$ cat src/rtl/pipeline_ctrl_pkg.sv
// Shared definitions for the pipeline stall/flush sequencer.
// Holds the controller state encoding and the default memory-wait watchdog limit.
package pipeline_ctrl_pkg;

  typedef enum logic [1:0] {
    RUN           = 2'd0,
    MEM_WAIT      = 2'd1,
    REDIRECT_WAIT = 2'd2
  } ctrl_state_t;

  localparam int TIMEOUT_CYCLES_DEFAULT = 1023;

endpackage

$ cat src/rtl/pipeline_ctrl_mem_wait_timer.sv
// Memory-wait watchdog: counts consecutive memory-stall cycles, saturating at
// TIMEOUT_CYCLES, and raises a sticky error when that limit is reached.
module mem_wait_timer #(
  parameter int TIMEOUT_CYCLES = pipeline_ctrl_pkg::TIMEOUT_CYCLES_DEFAULT
) (
  input  logic clk,
  input  logic rst,
  input  logic mem_stall,
  output logic timeout_err
);

  localparam int CW = $clog2(TIMEOUT_CYCLES + 1);
  localparam logic [CW-1:0] LIMIT = CW'(TIMEOUT_CYCLES);

  logic [CW-1:0] count;
  logic [CW-1:0] count_next;

  always_comb begin
    count_next = count;
    if (!mem_stall) begin
      count_next = '0;
    end else if (count != LIMIT) begin
      count_next = count + 1'b1;
    end
  end

  // The error latches on the same edge the counter reaches the limit.
  always_ff @(posedge clk or posedge rst) begin
    if (rst) begin
      count       <= '0;
      timeout_err <= 1'b0;
    end else begin
      count <= count_next;
      if (count_next == LIMIT) begin
        timeout_err <= 1'b1;
      end
    end
  end

endmodule

$ cat src/rtl/pipeline_ctrl.sv
// Central stall/flush sequencer for the five-stage core: hazard detection,
// redirect handshake to fetch, stall accounting and the memory-wait watchdog.
module pipeline_ctrl
  import pipeline_ctrl_pkg::*;
#(
  parameter int TIMEOUT_CYCLES = TIMEOUT_CYCLES_DEFAULT
) (
  input  logic        clk,
  input  logic        rst,
  input  logic [4:0]  id_rs1_addr,
  input  logic [4:0]  id_rs2_addr,
  input  logic        id_uses_rs1,
  input  logic        id_uses_rs2,
  input  logic        ex_valid,
  input  logic        ex_is_load,
  input  logic [4:0]  ex_rd_addr,
  input  logic        ex_jump,
  input  logic [31:0] ex_jump_addr,
  input  logic        mem_req,
  input  logic        mem_ready,
  input  logic        redirect_ready,
  output logic        stall_pc,
  output logic        stall_if_id,
  output logic        stall_id_ex,
  output logic        stall_ex_mem,
  output logic        stall_mem_wb,
  output logic        flush_if_id,
  output logic        bubble_id_ex,
  output logic        redirect_valid,
  output logic [31:0] redirect_addr,
  output logic [1:0]  ctrl_state,
  output logic        timeout_err,
  output logic [31:0] stall_cycles
);

  ctrl_state_t state;
  ctrl_state_t state_next;
  logic        mem_stall;
  logic        load_use;
  logic        jump_take;
  logic        in_redirect;

  assign ctrl_state  = state;
  assign in_redirect = (state == REDIRECT_WAIT);

  assign mem_stall = mem_req & ~mem_ready;
  assign load_use  = ex_valid & ex_is_load & (ex_rd_addr != 5'd0) &
                     ((id_uses_rs1 & (id_rs1_addr == ex_rd_addr)) |
                      (id_uses_rs2 & (id_rs2_addr == ex_rd_addr)));
  assign jump_take = ex_valid & ex_jump & ~mem_stall & ~in_redirect;

  // Priority is mem_stall > jump_take > load_use; a jump kills the ID instruction.
  assign stall_id_ex  = mem_stall;
  assign stall_ex_mem = mem_stall;
  assign stall_mem_wb = mem_stall;
  assign bubble_id_ex = ~mem_stall & (load_use | jump_take | in_redirect);
  assign flush_if_id  = ~mem_stall & (jump_take | in_redirect);
  assign stall_if_id  = mem_stall | (load_use & ~jump_take);
  assign stall_pc     = mem_stall | load_use | jump_take | in_redirect;

  always_comb begin
    state_next = state;
    case (state)
      RUN: begin
        if (jump_take) state_next = REDIRECT_WAIT;
        else if (mem_stall) state_next = MEM_WAIT;
      end
      MEM_WAIT: begin
        if (!mem_stall) state_next = jump_take ? REDIRECT_WAIT : RUN;
      end
      REDIRECT_WAIT: begin
        if (redirect_valid && redirect_ready) state_next = mem_stall ? MEM_WAIT : RUN;
      end
      default: state_next = RUN;
    endcase
  end

  always_ff @(posedge clk or posedge rst) begin
    if (rst) state <= RUN;
    else     state <= state_next;
  end

  // Redirect handshake: a transfer occurs on an edge where redirect_valid and
  // redirect_ready are both high; redirect_addr is frozen while valid is high
  // and redirect_ready is ignored while valid is low.
  always_ff @(posedge clk or posedge rst) begin
    if (rst) begin
      redirect_valid <= 1'b0;
      redirect_addr  <= '0;
    end else if (jump_take) begin
      redirect_valid <= 1'b1;
      redirect_addr  <= ex_jump_addr;
    end else if (redirect_valid && redirect_ready) begin
      redirect_valid <= 1'b0;
    end
  end

  always_ff @(posedge clk or posedge rst) begin
    if (rst)           stall_cycles <= '0;
    else if (stall_pc) stall_cycles <= stall_cycles + 32'd1;
  end

  mem_wait_timer #(
    .TIMEOUT_CYCLES(TIMEOUT_CYCLES)
  ) u_mem_wait_timer (
    .clk        (clk),
    .rst        (rst),
    .mem_stall  (mem_stall),
    .timeout_err(timeout_err)
  );

endmodule
$ cat config.mk
export PLATFORM = sky130hd
export DESIGN_NAME = pipeline_ctrl
export DESIGN_NICKNAME = d
export VERILOG_FILES = /design/src/rtl/pipeline_ctrl_pkg.sv /design/src/rtl/pipeline_ctrl_mem_wait_timer.sv /design/src/rtl/pipeline_ctrl.sv
export SDC_FILE = /design/constraint.sdc
export NUM_CORES = 1
export LEC_CHECK = 0
export BUFFER_PORTS_ARGS = -buffer_cell sky130_fd_sc_hd__buf_2
export CELL_PAD_IN_SITES_DETAIL_PLACEMENT = 1
export CELL_PAD_IN_SITES_GLOBAL_PLACEMENT = 1
export CORE_MARGIN = 10
export CORE_UTILIZATION = 30
export CTS_CLUSTER_DIAMETER = 30
export CTS_CLUSTER_SIZE = 14
export DETAILED_ROUTE_END_ITERATION = 10
export MAX_ROUTING_LAYER = met4
export PLACE_DENSITY = 0.63
export SLEW_MARGIN = 20
export SYNTH_ARGS = -nofsm -noshare
export SYNTH_HDL_FRONTEND = slang
export SYNTH_HIERARCHICAL = 1
export SYNTH_SLANG_ARGS = --single-unit
export TNS_END_PERCENT = 10
$ cat constraint.sdc
create_clock -name clk -period 4.6 [get_ports clk]
set_input_delay 0.92 -clock clk [delete_from_list [all_inputs] [get_ports clk]]
set_output_delay 0.92 -clock clk [all_outputs]
set_load 0.01 [all_outputs]
==> metrics.md, run 1 <==
| Metric | Value |
|---|---|
| Peak fanout along the critical path | 3 |
| Setup repair bufs after CTS | 0 |
| Post-synth top flop | dfrtp_1 |
| HP Class | flop to flop |
| Worst vdd ir | 0.0001767 V |
| R2R Path End | stall_cycles[26] |
| Fin nets | 511 |
| DRC viols | 0 |
| Clock buffer depth | 2 |
| P&R area growth vs syn | 29.58% |
| Synth area leaders | dfrtp_1, mux2_2, xor2_1 |
| Mapped Area | 3756 um^2 |
| TritonCTS buffer count | 9 |
| Crit. End Element | primary output |
| Post-CTS sizing | 0 |
| Gr usage total | 12.62% |
| Most common cell on crit path | buf_2 |
| WHS | 0.4752 ns |
| Die ar. | 17400 um^2 |
| Post-DR vias/cell | 4.730 |
| Layer carrying the most global-route usage | met2 |
| GP Congestion | 0.7935 |
| Initial antenna violation count | 0 |
| Final period utilization | 68.24% |
| Max stage delay on crit path | 0.39 ns |
| Critical-path top delay cell | or3_1 |
| Total I/O pin count | 132 |
| Pwr Total | 2.375 mW |
| Post-synth top area cell | dfrtp_1 |
| Core ar. | 12110 um^2 |
| Tmin final | 3.139 ns |
| GRT met1 Usage | 16.02% |
| HP Start | stall_cycles[31] |
| Post-synth ARST share | 100.0% |
| Clock root buffer | clkbuf_16 |
| Chip Width | 131.9 um |
| Cts hold-fix bufs | 0 |
| Synth warn | 6 |
| Post-synth EDFFs | 0 |
| Finish-stage setup viols | 0 |
| Skew-Pair Late Insertion Delay | 0.33 ns |
| Worst Tran Pin Value | 0.8505 ns |
| Gate Count Post-Synth | 321 |
| H-Tree Depth | 3 |
| Detail Placement HPWL | 8334 um |
| FF-to-FF setup slack | 2.47 ns |
| Hold path cells | 1 |
| Met3 Use GR | 3.544% |
| Fin Clk Skew | 0.007374 ns |
| Status | complete, no violations |
| Required @ worst endpoint | 3.68 ns |
| Post-synth top cells | dfrtp_1, xor2_1, mux2_2 |
| Routed WL per cell | 17.28 um |
| RSZ-0062 raised after global routing | false |
| Largest net degree at the start of global routing | 39 |
| Placed cell areas | 4559 um^2 |
| Worst-path clk slew | 0.06 ns |
| Final Max Slew Viols | 0 |
| Clk sinks | 78 |
| Fmax | 318.6 MHz |
| Yosys reg bits | 78 |
| Initial Utilization | 31.01% |
| RR Startpoint | stall_cycles[0] |
| Fill cells | 1416 |
| Slew headroom | 43.22% |
| Share of the synthesized area in the top cell type | 51.97% |
| Total wire length | 10800 um |
| Vias in the first global route | 3157 |
| Drt initial violations | 227 |
| Rows | 40 |
| Fin area | 4867 um^2 |
| Startpoint types | input port |
| Final ANT Viol Nets | 0 |
| Critical Path AT | 2.22 ns |
| Layout cells sized above 1 | 43.54% |
| First-pass GRT wire length | 17480 um |
| Unique cell type count in the Yosys netlist | 49 |
| Hold Fails Final Rpt | 0 |
| Port bufs | 131 |
| Power Density | 487.9 nW/um^2 |
| Grt ovf | 0 |
| Count leader, synth | dfrtp_1 |
| Syn_nets | 380 |
| Pre-antenna DRT Iters | 4 |
| CP Cell Sequence | buf_2 > or3_1 > o311a_4 > a21oi_4 > nand2_4 > buf_2 |
| Reg2reg path depth | 7 |
| # diodes | 0 |
| Via count | 2956 |
| Die H | 131.9 um |
| Max_cap viols | 0 |
| Sequential element share of the synthesized area | 51.97% |
| Setup TNS | 0 ns |
| TritonCTS clock tree | yes |
| Setup Crit Path Kind | input port to primary output |
| Met2 usage | 18.64% |
| Leak | 2.335 nW |
| Finished Core Util | 40.19% |
| Synth Area per Inst | 11.70 um^2 |
| Hold EP | stall_cycles[31] |
placed cells by master (no fill, tap or decap), types with 9 or more instances in the layout:
cell type,netlist,final
a21oi_1,23,23
buf_2,4,131
clkbuf_16,0,9
dfrtp_1,78,78
mux2_2,32,32
nand2_1,24,24
nand3_1,12,12
nand4_1,12,12
xnor2_1,10,10
xor2_1,33,33
registers in the layout, summed over array words and instances (netlist names):
signal                        count
u_mem_wait_timer/count           10
u_mem_wait_timer/timeout_err      1
redirect_valid                    1
redirect_addr                    32
ctrl_state                        2
stall_cycles                     32
per-stage QoR:
stage | setup slack, ns | cells
floorplan | 1.599 | 321
CTS | 1.440 | 625
global route | 1.435 | 625
finish | 1.461 | 625
global placement | 1.454 | 609
detailed placement | 1.441 | 609
report_power, final:
part	leakage (nW)	internal, mW	total [mW]	switching (mW)
Clock	0.149	0.438	0.724	0.287
Combinational	1.24	0.305	0.653	0.348
Sequential	0.949	0.858	0.998	0.140
Total	2.34	1.60	2.37	0.774
worst max-delay path: cells and delay by family:
family	cells	cell delay, ns
AO/OA/AOI/OAI	2	0.53
buffers and inverters	2	0.29
AND/OR/NAND/NOR	2	0.47
metal layers:
metal | routed length (um) | vias up
met1 | 5124 | 1438
met2 | 4842 | 107
li1 | - | 1399
met5 | 0 | -
met4 | 182 | 0
met3 | 652 | 12
how the worst max path moves through the flow:
stage / from / to / slack (ns) / depth (start not counted)
floorplan: ex_rd_addr[0] / stall_if_id / 1.60 / 5
global placement: ex_rd_addr[0] / stall_if_id / 1.45 / 6
detailed placement: ex_rd_addr[0] / stall_if_id / 1.44 / 6
CTS: ex_rd_addr[0] / stall_if_id / 1.44 / 6
global route: ex_rd_addr[0] / stall_if_id / 1.44 / 6
finish: ex_rd_addr[0] / stall_pc / 1.46 / 6
cell type report:
type	instances	area (um^2)	share of cell area, %
timing repair buffer	135	685.7	14.09
sequential	78	1952	40.10
multi-input combinational	219	1678	34.47
clock inverter	6	68.82	1.414
tap	168	210.2	4.319
clock buffer	10	239.0	4.910
inverter	9	33.78	0.6941
kinds of logic after synthesis:
logic type / Yosys count / share of synthesized area, %
AND/OR/NAND/NOR: 85 / 13.02
flip-flops: 78 / 51.97
AO/OA/AOI/OAI: 54 / 9.961
XOR/XNOR: 43 / 10.03
multiplexers: 35 / 10.53
buffers and inverters: 24 / 3.831
adder cells (fa/ha/maj): 2 / 0.6661
Note: power is estimated with default switching activity, not from simulation.
==> run 2: changes to the inputs <==
Settings changed: PLACE_DENSITY 0.63 to 0.66.
Clock period 4.6 ns to 2.8 ns, I/O delays scaled along.
==> run 2 against run 1 <==
Effect of this change: largest power group unchanged; die area is the same; non-clock buffer count grew 1; first-iteration DRC count fell by 6.6%; sequential power grew 65%; final cell count is 0.16% higher; via count is 0.47% higher; final area is 0.62% higher; critical path type unchanged; clock power grew 73%; highest routed layer unchanged; setup slack worse by 1.1 ns; total power is 67% higher; critical endpoint unchanged; core utilization up 0.25 points.
==> metrics.md, run 2 (synthesized netlist as in run 1, its figures left out) <==
| Metric | Value |
|---|---|
| Setup TNS | 0 ns (unchanged) |
| Startpoint types | input port |
| Final period utilization | 86.69% |
| Gr usage total | 12.86% (+0.24 points) |
| Critical Path AT | 1.87 ns (-0.35 ns) |
| Most frequent cells in the layout | buf_2, dfrtp_1, xor2_1 |
| Power Density | 810.0 nW/um^2 (+66%) |
| Finish-stage setup viols | 0 (unchanged) |
| Rows | 40 (unchanged) |
| # diodes | 0 (unchanged) |
| Fin nets | 512 (+0.20%) |
| Hold Fails Final Rpt | 0 (unchanged) |
| Total wire length | 10840 um (+0.35%) |
| Sw Pwr | 1.248 mW (+61%) |
| Final worst slack | 0.3727 ns (-1.088 ns) |
| RSZ-0062 raised after global routing | false |
| Pre-antenna DRT Iters | 4 (unchanged) |
| Fin Clk Skew | 0.007601 ns (+0.0002268 ns) |
| Most common cell after layout, fill and taps aside | buf_2 |
| Biggest regs | redirect_addr x32, stall_cycles x32, u_mem_wait_timer/count x10 |
| Initial antenna violation count | 0 (unchanged) |
| Worst-path clk slew | 0.06 ns (about the same) |
| Setup crit start | ex_rd_addr[0] |
| Switching share of total power | 31.46% (-1.2 points) |
| GP Congestion | 0.8220 (+3.6%) |
| Largest net degree at the start of global routing | 47 (+21%) |
| Core ar. | 12110 um^2 (unchanged) |
| Combinational share of power | 27.0% (-0.5 points) |
| H-Tree Depth | 3 (unchanged) |
| Cts hold-fix bufs | 0 (unchanged) |
| Port bufs | 131 (unchanged) |
| Final Max Slew Viols | 0 (unchanged) |
| DRC viols | 0 (unchanged) |
| Tmin final | 2.427 ns |
| Setup repair bufs after CTS | 0 (unchanged) |
| Routed WL per cell | 17.32 um (+0.19%) |
| Max_cap viols | 0 (unchanged) |
| Vias in the first global route | 3250 (+2.9%) |
| Pint | 2.719 mW (+70%) |
| Detail Placement HPWL | 8330 um (about the same) |
| Post-CTS sizing | 0 (unchanged) |
| Fin area | 4897 um^2 (+0.62%) |
| TritonCTS clock tree | yes |
| Crit. End Element | primary output |
| Sequential share of power | 41.5% (-0.5 points) |
| Die H | 131.9 um (unchanged) |
| Clock root buffer | clkbuf_16 |
| RR Startpoint | stall_cycles[0] |
| Initial Utilization | 31.01% (unchanged) |
| Dpl ws | 0.3367 ns (-1.105 ns) |
| Skew-Pair Late Insertion Delay | 0.33 ns (about the same) |
| Drt initial violations | 212 (-6.6%) |
| Fmax | 412.0 MHz |
| Required @ worst endpoint | 2.24 ns (-1.44 ns) |
| Pwr Total | 3.967 mW (+67%) |
| Total I/O pin count | 132 (unchanged) |
| Leak | 2.346 nW (+0.46%) |
| Setup Crit Path Kind | input port to primary output |
| Finished Core Util | 40.43% (+0.25 points) |
| Post-DR vias/cell | 4.744 (+0.31%) |
| TritonCTS buffer count | 9 (unchanged) |
| First-pass GRT wire length | 17880 um (+2.2%) |
| Placed cell areas | 4579 um^2 (+0.44%) |
| Clk pwr share | 31.5% (+1.0 points) |
| Chip Width | 131.9 um (unchanged) |
| Worst Tran Pin Value | 0.5889 ns (-0.2616 ns) |
| Layout cells sized above 1 | 43.01% (-0.53 points) |
| Grt ovf | 0 (unchanged) |
| Clk sinks | 78 (unchanged) |
| HP Class | input port to async pin |
| Worst vdd ir | 0.0002268 V (+28%) |
| Status | complete, no violations |
| Clock buffer depth | 2 (unchanged) |
| Via count | 2970 (+0.47%) |
| Final ANT Viol Nets | 0 (unchanged) |
| Die ar. | 17400 um^2 (unchanged) |
| P&R area growth vs syn | 30.38% |
| Slew headroom | 60.44% (+17 points) |
| Peak fanout along the critical path | 3 (unchanged) |
## run 2: changes by cell type in the layout (fill, tap and decap cells not counted), sizes merged
cell / change
buf: +1
clkbuf: +3
inv: -1
bufinv: +1
clkinv: -3
## run 2: worst paths after layout
kind	depth (start not counted)	slack (ns)	end
min reg2reg	1	0.46	stall_cycles[31]
max	6	0.37	stall_pc
max reg2reg	7	0.63	stall_cycles[28]
max in group asynchronous	3	1.90	redirect_addr[24]
min in group clk	2	0.44	redirect_valid
min	2	0.25	u_mem_wait_timer/count[6]
## run 2: final cells by class
| class | count | area, um^2 |
|---|---|---|
| clock buffer | 13 | 250.2 |
| clock inverter | 3 | 67.56 |
| fill | 1402 | 7214 |
| inverter | 9 | 33.78 |
| multi-input combinational | 219 | 1678 |
| sequential | 78 | 1952 |
| tap | 168 | 210.2 |
| timing repair buffer | 136 | 705.7 |
## run 2: stage by stage
stage | instances | hold WS (ns)
3_3_place_gp | 610 | 0.4538
3_5_place_dp | 610 | 0.4583
2_1_floorplan | 321 | 0.4124
5_1_grt | 626 | 0.2858
4_1_cts | 626 | 0.2585
6_report | 626 | 0.2472
## run 2: critical path, stage by stage
cell	delay [ns]
buf_2	0.13
or3_1	0.39
o311a_4	0.33
a21oi_4	0.21
nand2_4	0.08
buf_2	0.17
## run 2: layer usage
metal | part of all wire [%] | track usage, % | up-vias
met5 | 0 | - | -
met4 | 1.2 | 4.574 | 0
met3 | 4.5 | 3.201 | 11
met2 | 45 | 19.28 | 99
met1 | 49 | 16.46 | 1457
li1 | - | - | 1403
## run 2: power groups by stage
stage / logic (mW) / clock network [mW] / registers [mW]
after floorplan: 0.449 / 0 / 1.77
after global placement: 1.08 / 0 / 1.65
after detailed placement: 1.10 / 0 / 1.67
final: 1.07 / 1.25 / 1.65
after CTS: 1.10 / 1.29 / 1.65
after global routing: 1.18 / 1.33 / 1.70
==> run 3: changes to the inputs <==
Settings changed: CELL_PAD_IN_SITES_DETAIL_PLACEMENT 1 to not set, CELL_PAD_IN_SITES_GLOBAL_PLACEMENT 1 to not set, GPL_TIMING_DRIVEN set to 0, PLACE_DENSITY 0.66 to 0.53.
==> run 3 against run 2 <==
Effect of this change: final area grew 1.3%; global-route usage down 1.1 points; largest cell class unchanged; register-to-register slack better by 0.09 ns; combinational power hardly changed; critical path type unchanged; clock skew shrank 0.0026 ns; sequential power is essentially flat; via count fell by 0.24%.
==> metrics.md, run 3 (synthesized netlist as in run 1, its figures left out) <==
| Metric | Value |
|---|---|
| Status | complete, no violations |
| Setup Crit Path Kind | input port to primary output |
| Leak | 2.386 nW (+1.7%) |
| Met2 usage | 17.75% (-1.5 points) |
| RSZ-0062 raised after global routing | false |
| Final ANT Viol Nets | 0 (unchanged) |
| Fin Clk Skew | 0.005023 ns (-0.002578 ns) |
| Sequential share of power | 42.4% (+0.9 points) |
| Required @ worst endpoint | 2.24 ns (about the same) |
| RR Startpoint | stall_cycles[0] |
| HP Class | input port to async pin |
| Die H | 131.9 um (unchanged) |
| Largest net degree at the start of global routing | 50 (+6.4%) |
| Detail Placement HPWL | 7836 um (-5.9%) |
| Fin cells | 637 (+1.8%) |
| Setup repair bufs after CTS | 0 (unchanged) |
| Clk pwr share | 30.2% (-1.3 points) |
| TritonCTS buffer count | 9 (unchanged) |
| Clk sinks | 78 (unchanged) |
| DRC viols | 0 (unchanged) |
| Rows | 40 (unchanged) |
| Placed insts | 621 (+1.8%) |
| Initial antenna violation count | 0 (unchanged) |
| Core ar. | 12110 um^2 (unchanged) |
| Pint | 2.614 mW (-3.9%) |
| Initial Utilization | 31.01% (unchanged) |
| Total wire length | 9960 um (-8.1%) |
| Grt ovf | 0 (unchanged) |
| Worst Tran Pin Value | 0.5320 ns (-0.05688 ns) |
| Max_cap viols | 0 (unchanged) |
| Most frequent cells in the layout | buf_2, dfrtp_1, xor2_1 |
| Setup TNS | 0 ns (unchanged) |
| Die ar. | 17400 um^2 (unchanged) |
| Chip Width | 131.9 um (unchanged) |
| Clock buffer depth | 2 (unchanged) |
| Finish-stage setup viols | 0 (unchanged) |
| Final period utilization | 94.75% (+8.1 points) |
| Layout cells sized above 1 | 43.92% (+0.91 points) |
| GP Congestion | 0.8234 (+0.17%) |
| CP Cell Sequence | buf_2 > nand2b_1 > a31oi_2 > clkbuf_1 > a21oi_1 > buf_2 |
| Power Density | 780.4 nW/um^2 (-3.7%) |
| Clock root buffer | clkbuf_16 |
| Dpl ws | -0.08293 ns (-0.4196 ns) |
| Slew headroom | 64.53% (+4.1 points) |
| Met3 Use GR | 2.248% (-0.95 points) |
| Critical path's top delay family | buffers and inverters |
| Biggest regs | redirect_addr x32, stall_cycles x32, u_mem_wait_timer/count x10 |
| Drt initial violations | 136 (-36%) |
| Total I/O pin count | 132 (unchanged) |
| Sw Pwr | 1.255 mW (+0.60%) |
| Switching share of total power | 32.44% (+0.98 points) |
| Most common cell on crit path | buf_2 |
| Routed WL per cell | 15.64 um (-9.7%) |
| Combinational share of power | 27.4% (+0.4 points) |
| # diodes | 0 (unchanged) |
| GRT met1 Usage | 15.37% (-1.1 points) |
| R2R Path End | stall_cycles[26] |
| H-Tree Depth | 3 (unchanged) |
| Critical-path top delay cell | clkbuf_1 |
| Peak fanout along the critical path | 10 (+7) |
| Fin nets | 523 (+2.1%) |
| Critical path buffer and inverter count | 3 (+1) |
| Worst vdd ir | 0.0002575 V (+14%) |
| Fmax | 377.0 MHz (-8.5%) |
| Crit. End Element | primary output |
| Pwr Total | 3.869 mW (-2.5%) |
| Reg2reg path depth | 7 (unchanged) |
| Startpoint types | input port |
| Final Max Slew Viols | 0 (unchanged) |
| First-pass GRT wire length | 16600 um (-7.1%) |
| Tmin final | 2.653 ns (+0.2256 ns) |
| Via count | 2963 (-0.24%) |
| Gr usage total | 11.75% (-1.1 points) |
| Critical Path AT | 2.09 ns (+0.22 ns) |
| Worst-path clk slew | 0.06 ns (about the same) |
| TritonCTS clock tree | yes |
| Final worst slack | 0.1471 ns (-0.2256 ns) |
| Layer carrying the most global-route usage | met2 |
| Pre-antenna DRT Iters | 4 (unchanged) |
| P&R area growth vs syn | 32.01% |
| WHS | 0.1962 ns (-0.05095 ns) |
| FF-to-FF setup slack | 0.72 ns (+0.09 ns) |
| Skew-Pair Late Insertion Delay | 0.33 ns (about the same) |
| Most common cell after layout, fill and taps aside | buf_2 |
| Max stage delay on crit path | 0.47 ns (+0.08 ns) |
| Setup crit start | mem_ready |
| Hold Fails Final Rpt | 0 (unchanged) |
| Port bufs | 131 (unchanged) |
| Post-DR vias/cell | 4.651 (-2.0%) |
| Vias in the first global route | 3129 (-3.7%) |
-- run 3: cell types whose count changed in the layout (fill, tap and decap cells not counted), sizes merged --
cell and delta:
buf +8, bufinv -1, clkinv +2, clkinvlp +1
inv +1
-- run 3: layout make-up --
| type | count | area [um^2] |
|---|---|---|
| Clock buffer | 10 | 229.0 |
| Sequential cell | 78 | 1952 |
| Multi-Input combinational cell | 219 | 1667 |
| Clock inverter | 6 | 71.32 |
| Tap cell | 168 | 210.2 |
| Buffer | 15 | 110.1 |
| Inverter | 9 | 36.28 |
| Fill cell | 1192 | 7153 |
| Timing Repair Buffer | 132 | 683.2 |
-- run 3: stage by stage --
stage | utilization (%) | cell area, um^2
6_report | 40.94 | 4959
5_1_grt | 40.94 | 4959
4_1_cts | 40.94 | 4959
3_5_place_dp | 38.41 | 4652
3_3_place_gp | 38.16 | 4622
2_1_floorplan | - | 3756
-- run 3: power groups by stage --
| stage | Combinational (mW) | Sequential, mW | Clock, mW |
|---|---|---|---|
| after detailed placement | 1.09 | 1.67 | 0 |
| after floorplan | 0.449 | 1.77 | 0 |
| final | 1.06 | 1.64 | 1.17 |
| after global routing | 1.17 | 1.70 | 1.27 |
| after global placement | 1.08 | 1.64 | 0 |
| after CTS | 1.10 | 1.65 | 1.21 |
-- run 3: layer usage --
metal | vias to the layer above | routed length, um
li1 | 1429 | -
met1 | 1419 | 4836
met2 | 109 | 4527
met3 | 6 | 502
met4 | 0 | 93
met5 | - | 0
-- run 3: worst max path at each step --
stage	slack [ns]	to	depth (start not counted)
floorplan	0.52	stall_if_id	5
global placement	-0.48	redirect_addr[17]	2
detailed placement	-0.08	bubble_id_ex	6
CTS	0.08	bubble_id_ex	5
global route	0.01	bubble_id_ex	5
finish	0.15	bubble_id_ex	6
-- run 3: timing repair --
action / 4_1_cts / 5_1_grt
hold endpoints to repair: 0 / 0
setup endpoints to repair: 2 / 0
hold buffers: 0 / 0
gates resized for setup: 1 / 0
